===== src/rtl/dac_fmt_pkg.sv =====
// Shared format constants and elaboration helpers for the DAC word-clock re-timer.
package dac_fmt_pkg;

  localparam int unsigned TDM_DUAL = 0;
  localparam int unsigned TDM_MUX  = 1;
  localparam int unsigned FMT_LJ   = 0;
  localparam int unsigned FMT_I2S  = 1;
  localparam int unsigned MAX_HALF = 256;

  function automatic int unsigned cnt_w(input int unsigned n);
    return (n < 2) ? 1 : $clog2(n);
  endfunction

  function automatic bit fmt_legal(input int unsigned half_bits, input int unsigned dac_bits,
                                   input int unsigned in_i2s, input int unsigned wclk_pos,
                                   input int unsigned lock_halves);
    return (half_bits >= 2) && (half_bits <= MAX_HALF) && (dac_bits >= 2) &&
           (in_i2s <= FMT_I2S) && (dac_bits + in_i2s <= half_bits) &&
           (wclk_pos < half_bits / 2) && (lock_halves >= 1);
  endfunction

  // Bit i set for lo <= i < hi; lets the datapath decode index windows by lookup.
  function automatic logic [MAX_HALF-1:0] win_mask(input int unsigned lo, input int unsigned hi);
    logic [MAX_HALF-1:0] m;
    m = '0;
    for (int unsigned i = 0; i < MAX_HALF; i++) begin
      if (i >= lo && i < hi) m[i] = 1'b1;
    end
    return m;
  endfunction

endpackage


===== src/rtl/dac_wclk_gen_tracker.sv =====
// lrck edge detect, per-half bit index and frame-lock monitor.
module lrck_tracker
  import dac_fmt_pkg::*;
#(
  parameter int unsigned HALF_BITS   = 16,
  parameter int unsigned LOCK_HALVES = 4,
  localparam int unsigned CW         = cnt_w(HALF_BITS)
) (
  input  logic          bck_i,
  input  logic          rst_n_i,
  input  logic          lrck_i,
  output logic [CW-1:0] idx_o,
  output logic          edge_o,
  output logic          ch_o,
  output logic          locked_o
);

  localparam int unsigned GW        = cnt_w(LOCK_HALVES + 1);
  localparam logic [CW-1:0] IDX_LAST = CW'(HALF_BITS - 1);
  localparam logic [GW-1:0] GOOD_SAT = GW'(LOCK_HALVES);

  logic          lrck_d_q;
  logic [CW-1:0] bit_cnt_q, bit_cnt_d;
  logic [GW-1:0] good_cnt_q, good_cnt_d;
  logic          at_last;

  assign edge_o = lrck_i ^ lrck_d_q;

  // Edge exactly after the last bit is a good half; early edge or freewheel wrap is bad.
  always_comb begin
    at_last    = (bit_cnt_q == IDX_LAST);
    bit_cnt_d  = (edge_o || at_last) ? '0 : bit_cnt_q + 1'b1;
    good_cnt_d = good_cnt_q;
    if (edge_o && at_last) begin
      if (good_cnt_q != GOOD_SAT) good_cnt_d = good_cnt_q + 1'b1;
    end else if (edge_o || at_last) begin
      good_cnt_d = '0;
    end
  end

  assign idx_o    = bit_cnt_d;
  assign ch_o     = lrck_i;
  assign locked_o = (good_cnt_d == GOOD_SAT);

  always_ff @(posedge bck_i) begin
    if (!rst_n_i) begin
      lrck_d_q   <= 1'b0;
      bit_cnt_q  <= '0;
      good_cnt_q <= '0;
    end else begin
      lrck_d_q   <= lrck_i;
      bit_cnt_q  <= bit_cnt_d;
      good_cnt_q <= good_cnt_d;
    end
  end

endmodule


===== src/rtl/dac_wclk_gen.sv =====
// Serial-audio re-timer: captures LJ/I2S words and re-emits them right-justified
// with a latch clock for one (L/R muxed) or two latch-type DACs.
module dac_wclk_gen
  import dac_fmt_pkg::*;
#(
  parameter int unsigned HALF_BITS   = 16,
  parameter int unsigned DAC_BITS    = 16,
  parameter int unsigned IN_I2S      = 0,
  parameter int unsigned TDM         = 1,
  parameter int unsigned WCLK_POS    = 0,
  parameter int unsigned LOCK_HALVES = 4
) (
  input  logic bck,
  input  logic rst_n,
  input  logic lrck,
  input  logic sdata,
  output logic dout_l,
  output logic dout_r,
  output logic wclk,
  output logic locked
);

  localparam int unsigned CW = cnt_w(HALF_BITS);
  localparam logic [CW-1:0] IDX_LAST = CW'(HALF_BITS - 1);
  localparam logic [CW-1:0] IDX_WR   = CW'(WCLK_POS);
  localparam logic [HALF_BITS-1:0] CAP_WIN   = HALF_BITS'(win_mask(IN_I2S, IN_I2S + DAC_BITS));
  localparam logic [HALF_BITS-1:0] SHIFT_WIN = HALF_BITS'(win_mask(HALF_BITS - DAC_BITS, HALF_BITS));
  localparam logic [HALF_BITS-1:0] WCLK_WIN  = HALF_BITS'(win_mask(WCLK_POS, WCLK_POS + HALF_BITS / 2));

  if (!fmt_legal(HALF_BITS, DAC_BITS, IN_I2S, WCLK_POS, LOCK_HALVES)) begin : g_bad_params
    $error("dac_wclk_gen: illegal HALF_BITS/DAC_BITS/IN_I2S/WCLK_POS/LOCK_HALVES combination");
  end

  logic [CW-1:0]       idx;
  logic                lr_edge, ch, lock_nxt;
  logic [DAC_BITS-1:0] cap_q, cap_d, cap_base, cap_word;
  logic [DAC_BITS-1:0] word_l_q, word_l_d;
  logic [DAC_BITS-1:0] sh_l_q, sh_l_d, sh_r_q, sh_r_d;
  logic                dout_l_q, dout_l_d, dout_r_q, dout_r_d;
  logic                wclk_q, wclk_d, locked_q;
  logic                xfer, shifting;

  lrck_tracker #(
    .HALF_BITS  (HALF_BITS),
    .LOCK_HALVES(LOCK_HALVES)
  ) u_tracker (
    .bck_i   (bck),
    .rst_n_i (rst_n),
    .lrck_i  (lrck),
    .idx_o   (idx),
    .edge_o  (lr_edge),
    .ch_o    (ch),
    .locked_o(lock_nxt)
  );

  // The transfer takes cap_d so the bit arriving on the last index is included.
  always_comb begin
    cap_base = lr_edge ? '0 : cap_q;
    cap_d    = cap_base;
    if (CAP_WIN[idx]) cap_d = {cap_base[DAC_BITS-2:0], sdata};
    cap_word = lock_nxt ? cap_d : '0;
    xfer     = (idx == IDX_LAST);
    shifting = SHIFT_WIN[idx];
    dout_l_d = lock_nxt & shifting & sh_l_q[DAC_BITS-1];
    dout_r_d = lock_nxt & shifting & sh_r_q[DAC_BITS-1];
    sh_l_d   = shifting ? (sh_l_q << 1) : sh_l_q;
    sh_r_d   = shifting ? (sh_r_q << 1) : sh_r_q;
    word_l_d = word_l_q;
    if (TDM == TDM_MUX) begin
      sh_r_d   = '0;
      dout_r_d = 1'b0;
      if (xfer) sh_l_d = cap_word;
      wclk_d = WCLK_WIN[idx];
    end else begin
      if (xfer) begin
        if (ch) begin
          word_l_d = cap_word;
        end else begin
          sh_l_d = lock_nxt ? word_l_q : '0;
          sh_r_d = cap_word;
        end
      end
      wclk_d = (idx == IDX_WR) ? ~ch : wclk_q;
    end
  end

  always_ff @(posedge bck) begin
    if (!rst_n) begin
      cap_q    <= '0;
      word_l_q <= '0;
      sh_l_q   <= '0;
      sh_r_q   <= '0;
      dout_l_q <= 1'b0;
      dout_r_q <= 1'b0;
      wclk_q   <= 1'b0;
      locked_q <= 1'b0;
    end else begin
      cap_q    <= cap_d;
      word_l_q <= word_l_d;
      sh_l_q   <= sh_l_d;
      sh_r_q   <= sh_r_d;
      dout_l_q <= dout_l_d;
      dout_r_q <= dout_r_d;
      wclk_q   <= wclk_d;
      locked_q <= lock_nxt;
    end
  end

  assign dout_l = dout_l_q;
  assign dout_r = dout_r_q;
  assign wclk   = wclk_q;
  assign locked = locked_q;

endmodule


===== config.mk =====
export PLATFORM = sky130hd
export DESIGN_NAME = dac_wclk_gen
export DESIGN_NICKNAME = d
export VERILOG_FILES = /design/src/rtl/dac_fmt_pkg.sv /design/src/rtl/dac_wclk_gen_tracker.sv /design/src/rtl/dac_wclk_gen.sv
export SDC_FILE = /design/constraint.sdc
export NUM_CORES = 1
export LEC_CHECK = 0
export CORE_AREA = 5 5 64 66
export CTS_BUF_LIST = sky130_fd_sc_hd__clkbuf_8
export CTS_CLUSTER_SIZE = 28
export DETAILED_ROUTE_END_ITERATION = 7
export DIE_AREA = 0 0 69 71
export GPL_ROUTABILITY_DRIVEN = 1
export PLACE_DENSITY = 0.76
export SYNTH_ARGS = -nofsm -noshare
export SYNTH_HDL_FRONTEND = slang
export SYNTH_SLANG_ARGS = --single-unit

===== constraint.sdc =====
create_clock -name bck -period 2.1 [get_ports bck]
set_clock_uncertainty 0.2 [all_clocks]
set_input_delay 0.42 -clock bck [delete_from_list [all_inputs] [get_ports bck]]
set_output_delay 0.42 -clock bck [all_outputs]
set_load 0.02 [all_outputs]

==> results of run 1 <==
==> cells in the mapped netlist (3+ instances only) <==
library cell / instances / area, sq um
sky130_fd_sc_hd__and3_1: 14 / 87.6
sky130_fd_sc_hd__and2_1: 3 / 18.8
sky130_fd_sc_hd__clkbuf_1: 5 / 18.8
sky130_fd_sc_hd__nor2_1: 7 / 26.3
sky130_fd_sc_hd__a22o_2: 3 / 30.0
sky130_fd_sc_hd__dfxtp_1: 42 / 841
sky130_fd_sc_hd__ha_1: 3 / 37.5
sky130_fd_sc_hd__nand2_1: 6 / 22.5
sky130_fd_sc_hd__xnor2_1: 3 / 26.3
sky130_fd_sc_hd__inv_1: 5 / 18.8
sky130_fd_sc_hd__a22o_1: 10 / 87.6
sky130_fd_sc_hd__nand3_1: 3 / 15.0
==> layer usage <==
layer,vias to the layer above,GRT usage,wire length [microns]
met5,-,0,0
met4,0,0.0499,7
met3,2,0.0412,119
met2,23,0.183,1300
met1,476,0.130,1170
li1,496,-,-
==> critical path, stage by stage <==
cell	delay, ps
sky130_fd_sc_hd__clkdlybuf4s50_1	430
sky130_fd_sc_hd__xnor2_1	160
sky130_fd_sc_hd__buf_4	170
sky130_fd_sc_hd__a2111oi_0	420
sky130_fd_sc_hd__a311oi_1	140
sky130_fd_sc_hd__nor3b_1	190
==> cell usage in the layout (no fill, tap or decap), types with 5 or more instances in the layout <==
cell type	n
sky130_fd_sc_hd__dfxtp_1	42
sky130_fd_sc_hd__and3_1	14
sky130_fd_sc_hd__a22o_1	10
sky130_fd_sc_hd__clkdlybuf4s50_1	6
sky130_fd_sc_hd__clkbuf_8	5
sky130_fd_sc_hd__nor2_1	7
sky130_fd_sc_hd__inv_1	5
sky130_fd_sc_hd__buf_4	8
sky130_fd_sc_hd__nand2_1	6
==> sequential cells by signal, indices dropped and copies added, names as in the netlist <==
signal / cells
cap_q: 15
dout_l: 1
locked: 1
sh_l_q: 16
u_tracker.bit_cnt_q: 4
u_tracker.good_cnt_q: 3
u_tracker.lrck_d_q: 1
wclk: 1
==> path summary, 6_finish.rpt <==
check	from	to	slack, ps	cells after the start
min reg2reg	sh_l_q[1]	sh_l_q[2]	260	1
max reg2reg	u_tracker.bit_cnt_q[0]	sh_l_q[15]	270	5
max	lrck	dout_l	190	6
min	sh_l_q[1]	sh_l_q[2]	260	1
==> per-stage QoR <==
| step | setup WS (ps) | instances | setup TNS [ps] | power [mW] | utilization |
|---|---|---|---|---|---|
| 6_report | 191 | 196 | 0 | 1.39 | 0.487 |
| 2_1_floorplan | 195 | 135 | 0 | 0.874 | - |
| 4_1_cts | 185 | 196 | 0 | 1.41 | 0.487 |
| 5_1_grt | 72.9 | 196 | 0 | 1.46 | 0.487 |
| 3_5_place_dp | -103 | 188 | -124 | 0.908 | 0.461 |
| 3_3_place_gp | -18.9 | 188 | -18.9 | 0.906 | 0.461 |
==> power by group through the flow <==
stage          clock, mW  sequential [mW]  combinational (mW)
2_1_floorplan          0            0.826              0.0474
3_3_place_gp           0            0.824              0.0818
3_5_place_dp           0            0.824              0.0833
4_1_cts            0.520            0.806              0.0840
5_1_grt            0.560            0.807              0.0910
6_report           0.504            0.805              0.0842
==> area by class of cell <==
class                   count  area, sq um
multi-input cells          78          564
inverters                   5         18.8
clock buffers               5         68.8
clock inverters             3         21.3
fillers                   338         1810
flip-flops and latches     42          841
repair buffers             15          140
well taps                  48         60.1
==> kinds of logic after synthesis <==
group / count (synthesis) / share of synthesized area
XOR/XNOR: 3 / 0.0176
flip-flops: 42 / 0.562
AND/OR/NAND/NOR: 43 / 0.174
adder cells (fa/ha/maj): 3 / 0.0251
other: 1 / 0.00251
AO/OA/AOI/OAI: 28 / 0.158
buffers and inverters: 15 / 0.0602
==> results by stage, run 1 <==
Global routing:
- Entering global routing, the biggest net connects 18 pins.
- The via count of the first global-routing pass was 1040.
- The first global-routing pass estimated 4.45 mm of wire.
- Across every metal layer, demand over resource in global routing totals 0.111.
- The initial antenna violation count is 0.
- The aggregate global routing overflow is 0.

Setup path:
- The required time of the worst setup path is 2110 ps.
- Data arrives at the worst endpoint at ~1900 ps.
- By startpoint and endpoint, the worst setup path is classified as primary input to flip-flop.
- The critical path startpoint category is a primary input.
- STA classifies the critical path endpoint as a flip-flop.
- In this run the worst path has a maximum fanout of 6.

Pwr:
- Power spread over the standard cell area amounts to just over 800 mW/mm^2.
- The analysis attributes to cell leakage a power of slightly above 0.7 nW.
- The part of the total power dissipated in combinational logic is 0.060.
- Summed over all nets, the switching power comes to ~0.32 mW.
- Of the total power, registers draw 0.578.
- The relative contribution of the clock network to total power is 0.362.
- The cell-internal power is between 1 and 1.5 mW.
- Of the total power, the share spent switching nets is 0.228.
- IR analysis of the VDD net gives a maximum drop of 481 uV.

Final layout:
- At the end of the flow, the number of nets in the layout was around 150.
- The layout cell share with drive strength beyond 1 is 0.189.
- The number of antenna diodes in the final layout is 0.
- The final standard cell area without fillers is approximately 0.0017 sq mm.
- The area growth from synthesis to layout is 14.6%.

STA:
- Derived from the worst setup path, the maximum achievable clock frequency is between 0.5 and 0.6 GHz.
- The clock period minus worst slack is ~1900 ps.
- The count of final setup violators is 0.
- The smallest hold slack is around 260 ps.
- The count of final max-slew check failures is 0.
- The final count of hold timing violations is 0.
- Setup repair after global routing left no endpoint under its margin.
- Dividing the final minimum period by the clock period gives 0.909.

Job:
- The number of violations of the max-capacitance limit is 0.

Drt:
- The first TritonRoute pass finished after 4 iterations.
- For this run, design rule violations remaining after detail routing come to 0.
- For this block, the routed nets add up to approximately 2.6 mm of wire.
- The violation count after the first detailed-routing iteration is 39.
- Dividing the detail-routed via count by the number of cells gives around 5.1.
- For this block, the via count after detailed routing is 997.
- Once detail routing completed, the nets flagged for antenna violations numbered 0.
- In the final routed layout, each cell accounts on average for about 13 microns.

Worst hold path:
- In this run the worst hold path is classified as flip-flop to flip-flop.

Yosys:
- Of all flip-flops after synthesis, the portion carrying an async set or reset was 0.
- Synthesis produced a netlist with a net count of 142.
- The number of synthesized register bits is 42.
- The prevailing post-synth register cell is sky130_fd_sc_hd__dfxtp_1.
- Counting flops with a built-in enable in the synthesized netlist gives 0.
- The instance count of the mapped netlist is between 100 and 150.
- The synthesized area per cell is 11.1 sq um.
- In this run, distinct cell masters in the synthesized netlist total 35.
- The post-synthesis instance area is 0.00150 sq mm.
- The count of warnings emitted by yosys is 0.
- The share of the Yosys chip area taken by registers is 0.562.

Clock tree:
- The largest buffer count on any clock path is 2.
- The CTS tree is yes.
- After clock tree synthesis, the flow added hold-fix buffers numbering 0.
- The root buffer cell is sky130_fd_sc_hd__clkbuf_8.
- The count of H-tree levels built during CTS is 2.
- The clock-pin slew on the worst setup and hold paths is around 80 ps.
- The total CTS buffers is 5.
- The clock latency at the later pin of the worst-skew pair is approximately 290 ps.
- The number of cells upsized or downsized after cts is 0.
- Once the clock tree was built, the setup fixing pass inserted 0 buffers.
- The clock sink count is 42.

Floorplanning:
- The core outline area is 0.00352 sq mm.
- The area enclosed by the die boundary is 0.00490 sq mm.
- The chip height is slightly above 70 microns.
- The initial core utilization is 0.424.
- The number of top-level pins is 8.
- The number of rows created at floorplan is 22.
- The die extent in x is ~70 microns.

Placed design:
- Detailed placement ended at an HPWL of 1.75 mm.
- The standard cell area after detailed placement is 0.00162 sq mm.
- The weighted congestion at the end of routability-driven global placement is 0.851.
- Port buffering added 6 buffers.

Status:
- The flow ran to the end, and the final reports show no timing, DRC or antenna violations.
Note: power is estimated with default switching activity, not from simulation.
==> run 2, diff against run 1 <==
--- a/config.mk
+++ b/config.mk
@@ -11,7 +11,7 @@
 export DETAILED_ROUTE_END_ITERATION = 7
 export DIE_AREA = 0 0 69 71
 export GPL_ROUTABILITY_DRIVEN = 1
-export PLACE_DENSITY = 0.76
+export PLACE_DENSITY = 0.6
 export SYNTH_ARGS = -nofsm -noshare
 export SYNTH_HDL_FRONTEND = slang
 export SYNTH_SLANG_ARGS = --single-unit
==> constraint.sdc (replaced) <==
create_clock -name bck -period 1.8 [get_ports bck]
set_clock_uncertainty 0.2 [all_clocks]
set_input_delay 0.36 -clock bck [delete_from_list [all_inputs] [get_ports bck]]
set_output_delay 0.36 -clock bck [all_outputs]
set_load 0.05 [all_outputs]
==> results by stage, run 2 (synthesis gave the netlist of run 1 again) <==
Placed design:
- Once detailed placement completed, the half-perimeter wirelength came to 1.89 mm.
- In this run the tool buffered the top-level ports with 6 buffer cells.
- The instance count after placement with tap cells included is about 200.
- At the placement stage, the worst setup path has a slack of -498 ps.
- The weighted congestion at the end of routability-driven global placement is around 0.84.

Drt:
- The routed layout has ~1000 vias.
- The count of nets left with antenna violations once routing finished came out at 0.
- The routed length per instance is 13.4 microns.
- Using the TritonRoute via totals, the vias-per-cell ratio works out to a little under 5.
- The first routing iteration left 37 violations.
- In the routed design, unresolved DRC markers number 0.
- The pre-antenna-repair detailed-routing pass consisted of 4 iterations.
- The sum of routed wire length over all layers is roughly 2.8 mm.

Global routing:
- The initial antenna violation count is 0.
- Entering global routing, the biggest net connects 19 pins.
- The first global-routing pass estimated around 4.6 mm of wire.
- The via count of the first global-routing pass is just over 1000.
- For this run the aggregate overflow at the end of global routing stands at 0.
- The global-route usage over all layers is 0.115.

Setup path:
- The launch point of the worst reg-to-reg path is u_tracker.bit_cnt_q[1].
- The most frequent cell on the critical path is sky130_fd_sc_hd__buf_4.
- The total buffers and inverters traversed by the critical path is 2.
- STA classifies the critical path startpoint as a flip-flop.
- The worst setup slack for register-to-register paths is between 50 and 60 ps.
- The worst setup path is captured at a flip-flop.
- In this run the critical register-to-register path is captured at sh_l_q[14].
- Traced cell by cell, the critical path runs through ha_4 > xnor2_2 > nor3_2 > buf_4 > a21boi_2 > buf_4 > a22o_2.
- The cell family contributing the most delay on the critical path is flip-flops.
- The top fanout value on the critical path is 6.
- The worst setup path is of the flip-flop to flip-flop kind.
- The critical path arrival is between 1500 and 2000 ps.
- Measured in cells, the most critical reg-to-reg path has a length of 7.
- The largest stage delay on the critical path is between 300 and 400 ps.
- The largest individual stage delay along the critical path comes from the cell sky130_fd_sc_hd__dfxtp_2.
- At the worst endpoint, the required time is roughly 1800 ps.
- In this run the worst setup path begins at u_tracker.bit_cnt_q[1].

Final layout:
- The non-filler instance count after layout is slightly above 200.
- The number of nets in the final layout is about 160.
- The largest registers in the layout are sh_l_q (16), cap_q (15), u_tracker.bit_cnt_q (4).
- The final antenna diode count is 0.
- The layout cell share with drive strength beyond 1 is 0.291.
- The relative area change from synthesis to final layout is 22.6%.
- The top cell types in the final layout, fill and taps aside, are 40 x sky130_fd_sc_hd__dfxtp_1, 20 x sky130_fd_sc_hd__buf_4, 14 x sky130_fd_sc_hd__and3_1, 10 x sky130_fd_sc_hd__a22o_1, 7 x sky130_fd_sc_hd__nor2_1.
- The number of flip-flops in the largest register is 16.
- The most common library cell in the layout ignoring fill and taps is sky130_fd_sc_hd__dfxtp_1.
- The register ranked first by flip-flop count is sh_l_q.

Floorplanning:
- The floorplan has 22 rows.
- The floorplan step defined a die boundary enclosing between 0.004 and 0.005 sq mm.
- The region available for standard cell placement spans around 0.0035 sq mm.
- The initial core utilization is 0.424.
- The number of top-level pins is 8.
- In this run the vertical extent of the chip is roughly 71 microns.
- The die extent in x is about 69 microns.

Pwr:
- Across the VDD grid, the largest voltage drop is 629 uV.
- Summed over all cells, the static leakage comes to about 0.79 nW.
- Summing internal, switching and leakage power gives around 1.8 mW.
- The power per cell area is 960 mW/mm^2.

Clock tree:
- For this design, the sink count on the clock tree is 42.
- At the later pin of the worst-skew pair, clock insertion delay measures between 200 and 300 ps.
- The number of hold-repair buffers added at the cts stage is 0.
- TritonCTS built the clock tree.
- The clock-pin slew on the worst setup and hold paths is roughly 80 ps.
- The root buffer cell is sky130_fd_sc_hd__clkbuf_8.
- The total CTS buffers is 5.
- The clock tree synthesis step divided the H-tree into 2 levels.
- The clock passes through at most 2 buffers.

Status:
- The run finished with clean final reports.

Worst hold path:
- Counting instances, the worst hold path has a depth of 1.
- The worst hold-check path type is flip-flop to flip-flop.
- The end point of the worst hold path is sh_l_q[5].
- In this run the most critical hold path is launched from sh_l_q[4].

STA:
- The clock period minus worst slack is ~1700 ps.
- The count of final setup violators is 0.
- Setup repair after global routing left no endpoint under its margin.
- The slack of the critical path is just over 50 ps.
- The fmax is about 0.57 GHz.
- The portion of the clock cycle consumed by the worst path in the final layout is 0.972.
- The final count of hold timing violations is 0.
- The count of final max-slew check failures is 0.

Job:
- Across the run, the number of max-cap violations was 0.
## run 2: cell types whose count changed in the layout (fill, tap and decap cells not counted), sizes merged
cell | before | now
buf | 9 | 21
and4 | 1 | 2
dlygate4sd2 | 0 | 1
inv | 5 | 6
clkinv | 2 | 0
bufinv | 0 | 1
clkdlybuf4s50 | 6 | 2
## run 2: per-stage QoR
stage               TNS (ps)  area [sq um]  hold WS (ps)   util
floorplan                  0          1510           219      -
global placement       -9330          1670           234  0.474
detailed placement    -11180          1670           238  0.474
CTS                        0          1800           253  0.511
global route               0          1830           269  0.520
finish                     0          1830           252  0.520
## run 2: report_power, final
part	total (mW)	switching [mW]	leakage, nW	internal [mW]
combinational	0.113	0.0597	0.397	0.0530
clock	0.704	0.296	0.0556	0.408
sequential	0.942	0.00527	0.340	0.937
## run 2: what timing repair did
action                                  in CTS  in global routing
endpoints found under the setup margin      20                 17
buffers inserted                             1                  1
pin swaps                                    2                  2
gates resized for setup                      3                  5
cloned                                       0                  1
## run 2: worst max-delay path by stage
stage / end / slack, ps / depth (start not counted)
final: sh_l_q[14] / 50 / 7
after global routing: sh_l_q[14] / 3 / 7
after CTS: sh_l_q[1] / 20 / 5
after detailed placement: locked / -500 / 6
after global placement: sh_l_q[0] / -430 / 5
after floorplan: sh_l_q[10] / 1 / 8
## run 2: routing by layer
layer	track usage	routed length [microns]	vias up
li1	-	-	519
met5	0	0	-
met4	0.0521	31	0
met1	0.139	1260	486
met2	0.195	1420	9
met3	0.0256	60	5
## run 2: final cells by class
type                            instances  area, sq um
Fill cell                             341         1690
Sequential cell                        42          843
Multi-Input combinational cell         79          611
Timing Repair Buffer                   24          190
Clock buffer                            5         68.8
Tap cell                               48         60.1
Clock inverter                          3         41.3
Inverter                                5         18.8
## run 2: worst register-to-register path, delay by kind of cell (launching register included)
family / cells / cell delay [ps]
flip-flops: 1 / 340
buffers and inverters: 2 / 310
AO/OA/AOI/OAI: 2 / 310
adder cells (fa/ha/maj): 1 / 180
AND/OR/NAND/NOR: 1 / 170
XOR/XNOR: 1 / 140
